[src/rtl/ones_pkg.sv]
// Shared constants, clamp limit and FSM state type for ones_word_gen.
// The ONES_WORD_GEN_SPREAD_EN build option only changes logic inside ones_bit_sched and ones_word_gen.
package ones_pkg;

  localparam int WIDTH = 16;
  localparam int CW    = $clog2(WIDTH + 1);
  localparam int IW    = $clog2(WIDTH);
  localparam int ACC_W = 6;

  localparam logic [CW-1:0] CLAMP_LIM = CW'(16);

  typedef enum logic [1:0] {
    IDLE  = 2'd0,
    BUILD = 2'd1,
    HOLD  = 2'd2
  } state_t;

endpackage

[src/rtl/ones_bit_sched.sv]
// Per-step bit decision: packed thermometer rule by default, or the evenly
// spread accumulator rule when ONES_WORD_GEN_SPREAD_EN is defined.
module ones_bit_sched
  import ones_pkg::*;
(
  input  logic [IW-1:0]    idx,
  input  logic [CW-1:0]    n,
  input  logic [ACC_W-1:0] acc,
  output logic             step_bit,
  output logic [ACC_W-1:0] acc_next
);

`ifdef ONES_WORD_GEN_SPREAD_EN
  logic [ACC_W-1:0] sum;
  logic             idx_unused;

  // The spread rule depends only on the running remainder, not the position.
  assign idx_unused = ^idx;

  always_comb begin
    sum      = acc + ACC_W'(n);
    step_bit = (sum >= ACC_W'(CLAMP_LIM));
    acc_next = step_bit ? (sum - ACC_W'(CLAMP_LIM)) : sum;
  end
`else
  assign step_bit = (CW'(idx) < n);
  assign acc_next = acc;
`endif

endmodule

[src/rtl/ones_word_gen.sv]
// Builds a 16-bit word with exactly n ones, one bit per clock, streaming each bit
// serially; ONES_WORD_GEN_SPREAD_EN selects the evenly-spread bit placement.
module ones_word_gen
  import ones_pkg::*;
(
  input  logic             clk,
  input  logic             rst_n,
  input  logic [CW-1:0]    cnt_in,
  input  logic             cnt_valid,
  output logic             cnt_ready,
  output logic [WIDTH-1:0] word_out,
  output logic             word_valid,
  input  logic             word_ready,
  output logic             ser_bit,
  output logic             ser_valid,
  output logic             busy,
  output logic             err
);

  state_t           state;
  state_t           state_next;
  logic [IW-1:0]    idx;
  logic [CW-1:0]    n;
  logic [CW-1:0]    n_clamp;
  logic             accept;
  logic             over;
  logic             last_step;
  logic             step_en;
  logic [IW-1:0]    s_idx;
  logic [CW-1:0]    s_n;
  logic [ACC_W-1:0] s_acc;
  logic [ACC_W-1:0] acc;
  logic [ACC_W-1:0] acc_next;
  logic             step_bit;
  logic             cnt_ready_d;
  logic             word_valid_d;
  logic             ser_bit_d;
  logic             ser_valid_d;
  logic             busy_d;
  logic             err_d;

  assign accept    = (state == IDLE) && cnt_valid;
  assign over      = (cnt_in > CLAMP_LIM);
  assign n_clamp   = over ? CLAMP_LIM : cnt_in;
  // idx wraps to 0 after bit 15 is emitted; that wrapped cycle closes BUILD.
  assign last_step = (state == BUILD) && (idx == '0);
  assign step_en   = (state == BUILD) && !last_step;

  // Bit 0 is decided in the accept cycle straight from the clamped input.
  assign s_idx = accept ? '0 : idx;
  assign s_n   = accept ? n_clamp : n;
  assign s_acc = accept ? '0 : acc;

  ones_bit_sched u_sched (
    .idx      (s_idx),
    .n        (s_n),
    .acc      (s_acc),
    .step_bit (step_bit),
    .acc_next (acc_next)
  );

`ifdef ONES_WORD_GEN_SPREAD_EN
  always_ff @(posedge clk or negedge rst_n) begin
    if (!rst_n) begin
      acc <= '0;
    end else if (accept || step_en) begin
      acc <= acc_next;
    end
  end
`else
  logic acc_unused;

  assign acc        = '0;
  assign acc_unused = ^acc_next;
`endif

  always_ff @(posedge clk or negedge rst_n) begin
    if (!rst_n) begin
      state <= IDLE;
    end else begin
      state <= state_next;
    end
  end

  always_comb begin
    state_next = state;
    case (state)
      IDLE:    if (cnt_valid)  state_next = BUILD;
      BUILD:   if (last_step)  state_next = HOLD;
      HOLD:    if (word_ready) state_next = IDLE;
      default:                 state_next = IDLE;
    endcase
  end

  always_comb begin
    cnt_ready_d  = (state_next == IDLE);
    busy_d       = (state_next != IDLE);
    word_valid_d = (state_next == HOLD);
    ser_valid_d  = accept || step_en;
    ser_bit_d    = ser_valid_d && step_bit;
    err_d        = accept && over;
  end

  always_ff @(posedge clk or negedge rst_n) begin
    if (!rst_n) begin
      cnt_ready  <= 1'b1;
      busy       <= 1'b0;
      word_valid <= 1'b0;
      ser_valid  <= 1'b0;
      ser_bit    <= 1'b0;
      err        <= 1'b0;
    end else begin
      cnt_ready  <= cnt_ready_d;
      busy       <= busy_d;
      word_valid <= word_valid_d;
      ser_valid  <= ser_valid_d;
      ser_bit    <= ser_bit_d;
      err        <= err_d;
    end
  end

  always_ff @(posedge clk or negedge rst_n) begin
    if (!rst_n) begin
      idx      <= '0;
      n        <= '0;
      word_out <= '0;
    end else if (accept) begin
      n        <= n_clamp;
      idx      <= IW'(1);
      word_out <= WIDTH'(step_bit);
    end else if (step_en) begin
      word_out[idx] <= step_bit;
      idx           <= idx + IW'(1);
    end
  end

endmodule
[config.mk]
export PLATFORM = sky130hd
export DESIGN_NAME = ones_word_gen
export DESIGN_NICKNAME = d
export VERILOG_FILES = /design/src/rtl/ones_pkg.sv /design/src/rtl/ones_bit_sched.sv /design/src/rtl/ones_word_gen.sv
export SDC_FILE = /design/constraint.sdc
export NUM_CORES = 1
export LEC_CHECK = 0
export BUFFER_PORTS_ARGS = -buffer_cell sky130_fd_sc_hd__buf_2
export CELL_PAD_IN_SITES_DETAIL_PLACEMENT = 0
export CELL_PAD_IN_SITES_GLOBAL_PLACEMENT = 1
export CORE_UTILIZATION = 35
export DETAILED_ROUTE_END_ITERATION = 12
export MAX_ROUTING_LAYER = met4
export PLACE_DENSITY = 0.76
export SYNTH_ARGS = -nofsm -noshare
export SYNTH_HDL_FRONTEND = slang
export SYNTH_SLANG_ARGS = --single-unit
[constraint.sdc]
create_clock -name clk -period 4.3 [get_ports clk]
set_clock_uncertainty 0.2 [all_clocks]
set_input_delay 0.215 -clock clk [delete_from_list [all_inputs] [get_ports clk]]
set_output_delay 0.215 -clock clk [all_outputs]
set_load 0.005 [all_outputs]
### Word-level counts from Yosys, hierarchy flattened

Cells that the tools add are included.

| storage, ports and cells | value |
|---|---|
| logic and storage cells | 45 |
| register bits | 33 |
| input port bits | 9 |

| operators by class | value |
|---|---|
| magnitude comparators | 4 |
| $add $sub $neg | 1 |
| reductions and logical operators | 13 |
| mux-type cells | 14 |
| equality and inequality tests | 3 |

Operators by type and width:

| cell | number |
|---|---|
| 16-bit two-way mux | 2 |
| 16-bit bitwise mux | 1 |
| 4-bit two-way mux | 3 |
| 5-bit two-way mux | 2 |
| 1-bit logical AND | 6 |
| 2-bit two-way mux | 3 |
| 2-bit case mux with 3 select lines | 1 |
| 5-bit greater-than comparator, second input constant | 1 |
| 4-bit by 5-bit < comparator with 1-bit output | 1 |
| 4-bit by 5-bit < comparator with 1-bit output, second input constant | 1 |
| 4-bit by 1-bit adder with 4-bit output, second input constant | 1 |
| 1-bit demux with 4-bit select | 1 |
| 2-bit equality test, second input constant | 2 |
| 4-bit by 1-bit >= comparator with 1-bit output, second input constant | 1 |
| 2-bit logical NOT | 2 |
| 4-bit logical NOT | 1 |
| 2-bit nonzero test | 2 |
| 2-bit by 1-bit equality test with 1-bit output, second input constant | 1 |
| 1-bit logical NOT | 1 |
| 1-bit logical OR | 1 |
| 1-bit two-way mux | 1 |

### Depth between registers and ports, before layout

| depth | value |
|---|---|
| word-level depth | 7 |
| depth in mapped cells | 11 |
| gate-level depth less buffers | 9 |

### Modules after synthesis

Synthesis repeated with hierarchy kept, for this count alone.

| second synthesis, totals | value |
|---|---|
| cells, all modules | 162 |
| area total of the unflattened synthesis | 1680.4 sq um |

By module, submodules not included:

| module | cells each | area each (sq um) | instances | seq. area each (sq um) |
|---|---|---|---|---|
| ones_word_gen | 144 | 1545.2 | 1 | 827.0 |
| ones_bit_sched | 18 | 135.1 | 1 | 0.0 |

### Worst setup path before layout

OpenSTA, ideal clock, no wires.

| timing path | value |
|---|---|
| path kind | register to register |
| start | register state[1] |
| end | register word_out[10] |
| clock period less this slack | 2.594 ns |
| arrival | 2.268 ns |
| setup time | 0.126 ns |
| cell stages (with the launch flop) | 12 |
| path slack | 1.706 ns |
| path through | dfrtp_1 > buf_2 > nor2_1 > nand2_1 > buf_2 > o21a_1 > ha_1 > nand3_1 > nand2b_1 > a21oi_1 > buf_2 > mux2i_1 |

| between the ends | value |
|---|---|
| word-level cells in the longest chain between the ends | 7 |
| elaborated cells between the ends (all ways) | 13 |
| classes of those cells | 1 x order compare; 1 x eq/ne; 5 x mux; 6 x reduce/logical |

Ends and longest elaborated chain:

| what | line | RTL |
|---|---|---|
| start, declared | ones_word_gen.sv:20 | `state_t state;` |
| start signal, assigned | ones_word_gen.sv:81 | `state <= state_next;` |
| 2-bit logical NOT | ones_word_gen.sv:42 | `assign accept = (state == IDLE) && cnt_valid;` |
| 1-bit logical AND | ones_word_gen.sv:42 |  |
| 4-bit two-way mux or 5-bit two-way mux (tied branches) | - |  |
| 4-bit by 5-bit < comparator with 1-bit output | ones_bit_sched.sv:26 | `assign step_bit = (CW'(idx) < n);` |
| 16-bit bitwise mux | ones_word_gen.sv:132 | `word_out[idx] <= step_bit;` |
| 16-bit two-way mux | ones_word_gen.sv:131 | `end else if (step_en) begin` |
| 16-bit two-way mux | ones_word_gen.sv:127 | `end else if (accept) begin` |
| end signal, assigned | ones_word_gen.sv:130 | `word_out <= WIDTH'(step_bit);` |
| end signal, assigned by index | ones_word_gen.sv:132 |  |
| end, declared | ones_word_gen.sv:11 | `output logic [WIDTH-1:0] word_out,` |

Several ways; a longest one is shown, not always the timed one. The select of a mux whose other input is x is not followed.
A chain may end at the register's enable or synchronous reset.

### Worst setup path in the final report

| timing path | value |
|---|---|
| start | register state[1] |
| end | register word_out[8] |

Same word-level chain as after synthesis.

==> parameters.txt <==
Parameter                              Value

Timing
  Maximum achievable frequency ... 320 MHz
  Min Clock Period, post-route ... 3.13 ns
  Hold_ws ... 0.00508 ns
  Slew at the pin with the worst max-slew slack ... 0.814 ns
  Final-report setup violation count ... 0
  Setup repair after global routing missed its margin ... false
  Final-report max-slew violation count ... 0
  TNS Setup ... 0 ns
  Final Cycle Share ... 0.728
  Worst max-slew margin expressed relative to the limit ... 0.456
  Hold Fails Final Rpt ... 0
  Final worst-path setup slack ... 1.17 ns

Layout
  Non-filler cells, final ... 244
  Final core occ ... 0.438
  Layout overhead on the synthesized area ... 18.4%
  Share of final-layout standard cells stronger than drive strength 1 ... 0.255
  Final cell area excluding filler cells ... 1950 µm²
  Number of antenna diodes ... 0
  Layout Nets ... 207

Placement
  Number of placed cells counting well taps ... 234
  Dpl ws ... 1.21 ns
  Placement Cell Area ... 1840 µm²
  Buffers added on ports ... 30
  Gp weighted congestion ... 0.737
  Half-perimeter wire length of the detailed placement result ... 2.32 mm

Pwr
  Sequential cell fraction of total power ... 0.372
  Combinational power share ... 0.468
  Worst vdd rail ir drop ... 0.289 mV
  Lkg Pwr ... 1.02 nW
  Portion of total power attributed to the clock network ... 0.160
  Total power consumption of the routed design ... 1.48 mW
  Switching power summed over all nets ... 0.583 mW
  Pwr per Cell Area ... 759 nW/µm²
  Internal power of the cells ... 0.895 mW
  Fraction of power spent switching nets ... 0.395

Global routing
  Initial antenna violation count ... 0
  Number of global-route vias before repair ... 1237
  Largest net degree at the start of global routing ... 34
  Total grt overflow ... 0
  Wire length of the first global-routing pass ... 5.85 mm
  Global router's overall resource usage ... 0.156

Yosys
  Number of different library cells in the post-synthesis netlist ... 34
  Leading area contributor after synthesis ... sky130_fd_sc_hd__dfrtp_1
  Share of cell area taken by muxes after synthesis ... 0.0738
  Mean Syn Cell Area ... 10.5 µm²
  Number of synthesized flops with an enable pin ... 0
  Synth Area in Adders ... 0.0532
  Simple-gate share of the synthesized area ... 0.209
  Register area share after synthesis ... 0.503
  Netlist area before placement ... 1650 µm²
  Synthesis warning total ... 0
  Most area-consuming cells after synthesis ... sky130_fd_sc_hd__dfrtp_1, sky130_fd_sc_hd__nand2_1, sky130_fd_sc_hd__ha_1
  Compound-cell area share of the yosys netlist ... 0.125
  Largest family of logic cells by synthesized area ... simple AND/OR/NAND/NOR gates
  Post-synth ARST share ... 1.00
  Synthesized flop and latch total ... 33
  Xor/xnor cell area share of the yosys netlist ... 0.0106
  Synth top cells by count ... sky130_fd_sc_hd__dfrtp_1, sky130_fd_sc_hd__nand2_1, sky130_fd_sc_hd__nor2_1
  Most used standard cell by instance count after synthesis ... sky130_fd_sc_hd__dfrtp_1
  Proportion of netlist area held by the largest area contributor ... 0.487
  Number of instances in the synthesized netlist ... 157
  Dominant register cell in the synthesized netlist ... sky130_fd_sc_hd__dfrtp_1
  Mapped Nets ... 173

Clock tree
  TritonCTS clock tree ... built
  Clock insertion delay at the later pin of the skew report ... 0.28 ns
  Clock Pin Slew Worst Setup and Hold Paths ... 0.07 ns
  Number of buffers inserted by post-CTS setup repair ... 0
  CTS Buf Count ... 5
  Maximum number of buffers from clock root to sink ... 2
  Cell at the root of the clock tree ... sky130_fd_sc_hd__clkbuf_8
  Clock Sink Count ... 33
  H-tree lvl count ... 2

Worst setup path
  Category of cells accounting for the largest share of critical-path delay ... compound AO/OA/AOI/OAI gates
  Startpoint of the most critical setup path ... state[1]
  Critical path arrival ... 3.11 ns
  Maximum fanout count along the critical path ... 28
  CP Cell Sequence ... nor2_1, nand2_1, nand2_1, o21a_1, ha_1, a21o_1, a21oi_1, a21oi_1, buf_4, a311oi_1
  Worst Path Buf+Inv ... 1
  Critical path required time ... 4.28 ns
  Max stage delay cell, worst path ... sky130_fd_sc_hd__nand2_1
  Startpoint kind of the worst setup timing path ... register
  Type of the worst setup path ... reg2reg
  CP endpoint kind ... register
  Critical register-to-register path startpoint ... state[1]
  Largest stage delay on the critical path ... 0.61 ns

Floorplanning
  Die width ... 70.6 µm
  Starting Density ... 0.370
  Row count ... 24
  Overall die height ... 70.6 µm
  Die Area ... 4980 µm²
  Number of top-level pins ... 31
  Core footprint ... 4440 µm²

Routing
  Total vias in the final route ... 1225
  Ratio of routed vias to standard cells ... 5.02
  Detail Route Antenna Nets ... 0
  Router iterations before antenna repair ... 8
  Total detailed-routing wirelength ... 3.33 mm
  Drt initial violations ... 80
  Average wire length per cell after detail routing ... 13.7 µm
  Post-route DRC violation count ... 4

Hold path
  Hold path startpoint ... cnt_in[4]
  Type of the worst min-delay path ... in2reg

Outcome
  Violations in the final reports ... DRC
  Result of the run ... finished with violations

Run
  Number of max-cap violations ... 0
## worst paths after layout
| kind | depth (start not counted) | end | slack (ns) |
|---|---|---|---|
| worst max-delay path | 10 | word_out[8] | 1.17 |
| worst min-delay path | 3 | err | 0.005 |
| worst max register to register | 10 | word_out[8] | 1.17 |
| worst min register to register | 2 | n[0] | 0.29 |
| max in group asynchronous | 2 | idx[0] | 3.08 |
| min in group asynchronous | 2 | word_out[1] | 0.33 |
## what timing repair did
item	CTS	global route
setup endpoints to repair	0	0
endpoints found under the hold margin	33	0
gates resized for setup	0	0
hold buffers	2	0
## state kept, by name, summed over array words and instances (netlist names)
register    flops
word_valid      1
busy            1
idx             4
cnt_ready       1
ser_valid       1
ser_bit         1
n               5
err             1
state           2
word_out       16
## final cells by class
class	count	area, µm²
repair buffers	33	178
well taps	52	65.1
inverters	3	11.3
clock buffers	8	90.1
fillers	445	2500
multi-input cells	115	777
flip-flops and latches	33	827
## tightest hold or removal path: stages
cell,delay (ns)
sky130_fd_sc_hd__buf_2,0.13
sky130_fd_sc_hd__o41ai_1,0.07
sky130_fd_sc_hd__nor2_1,0.04
## metal layers
layer | vias up | GRT usage | share of wire
met5 | - | - | 0
met4 | 0 | 0.0600 | 0.013
met3 | 4 | 0.0342 | 0.039
met2 | 25 | 0.249 | 0.47
met1 | 583 | 0.196 | 0.47
li1 | 613 | - | -
## power by group through the flow
stage / sequential [mW] / clock (mW) / combinational (mW)
after global placement: 0.545 / 0 / 0.686
final: 0.549 / 0.237 / 0.692
after floorplan: 0.519 / 0 / 0.523
after CTS: 0.550 / 0.244 / 0.701
after detailed placement: 0.553 / 0 / 0.698
after global routing: 0.569 / 0.261 / 0.787
## cells in the final DEF, fill, tap and decap left out, types with 3 or more instances in the layout
| master | synthesis | routed |
|---|---|---|
| sky130_fd_sc_hd__nand2_1 | 25 | 25 |
| sky130_fd_sc_hd__a31oi_1 | 3 | 3 |
| sky130_fd_sc_hd__a21o_1 | 5 | 5 |
| sky130_fd_sc_hd__a21oi_1 | 10 | 10 |
| sky130_fd_sc_hd__clkbuf_8 | 0 | 6 |
| sky130_fd_sc_hd__inv_1 | 3 | 3 |
| sky130_fd_sc_hd__nor2_1 | 11 | 11 |
| sky130_fd_sc_hd__o21ai_0 | 9 | 9 |
| sky130_fd_sc_hd__o21a_1 | 5 | 5 |
| sky130_fd_sc_hd__nand2b_1 | 5 | 5 |
| sky130_fd_sc_hd__mux2i_1 | 8 | 8 |
| sky130_fd_sc_hd__and3_1 | 4 | 4 |
| sky130_fd_sc_hd__buf_2 | 6 | 30 |
| sky130_fd_sc_hd__ha_1 | 7 | 7 |
| sky130_fd_sc_hd__dfrtp_1 | 32 | 32 |
## cell families (layout without fill, tap and decap cells)
group / Yosys count / after routing
AO/OA/AOI/OAI: 34 / 34
XOR/XNOR: 2 / 2
adder cells (fa/ha/maj): 7 / 7
buffers and inverters: 9 / 44
flip-flops: 33 / 33
multiplexers: 11 / 11
AND/OR/NAND/NOR: 61 / 61
Power figures use the tool's default switching activity.
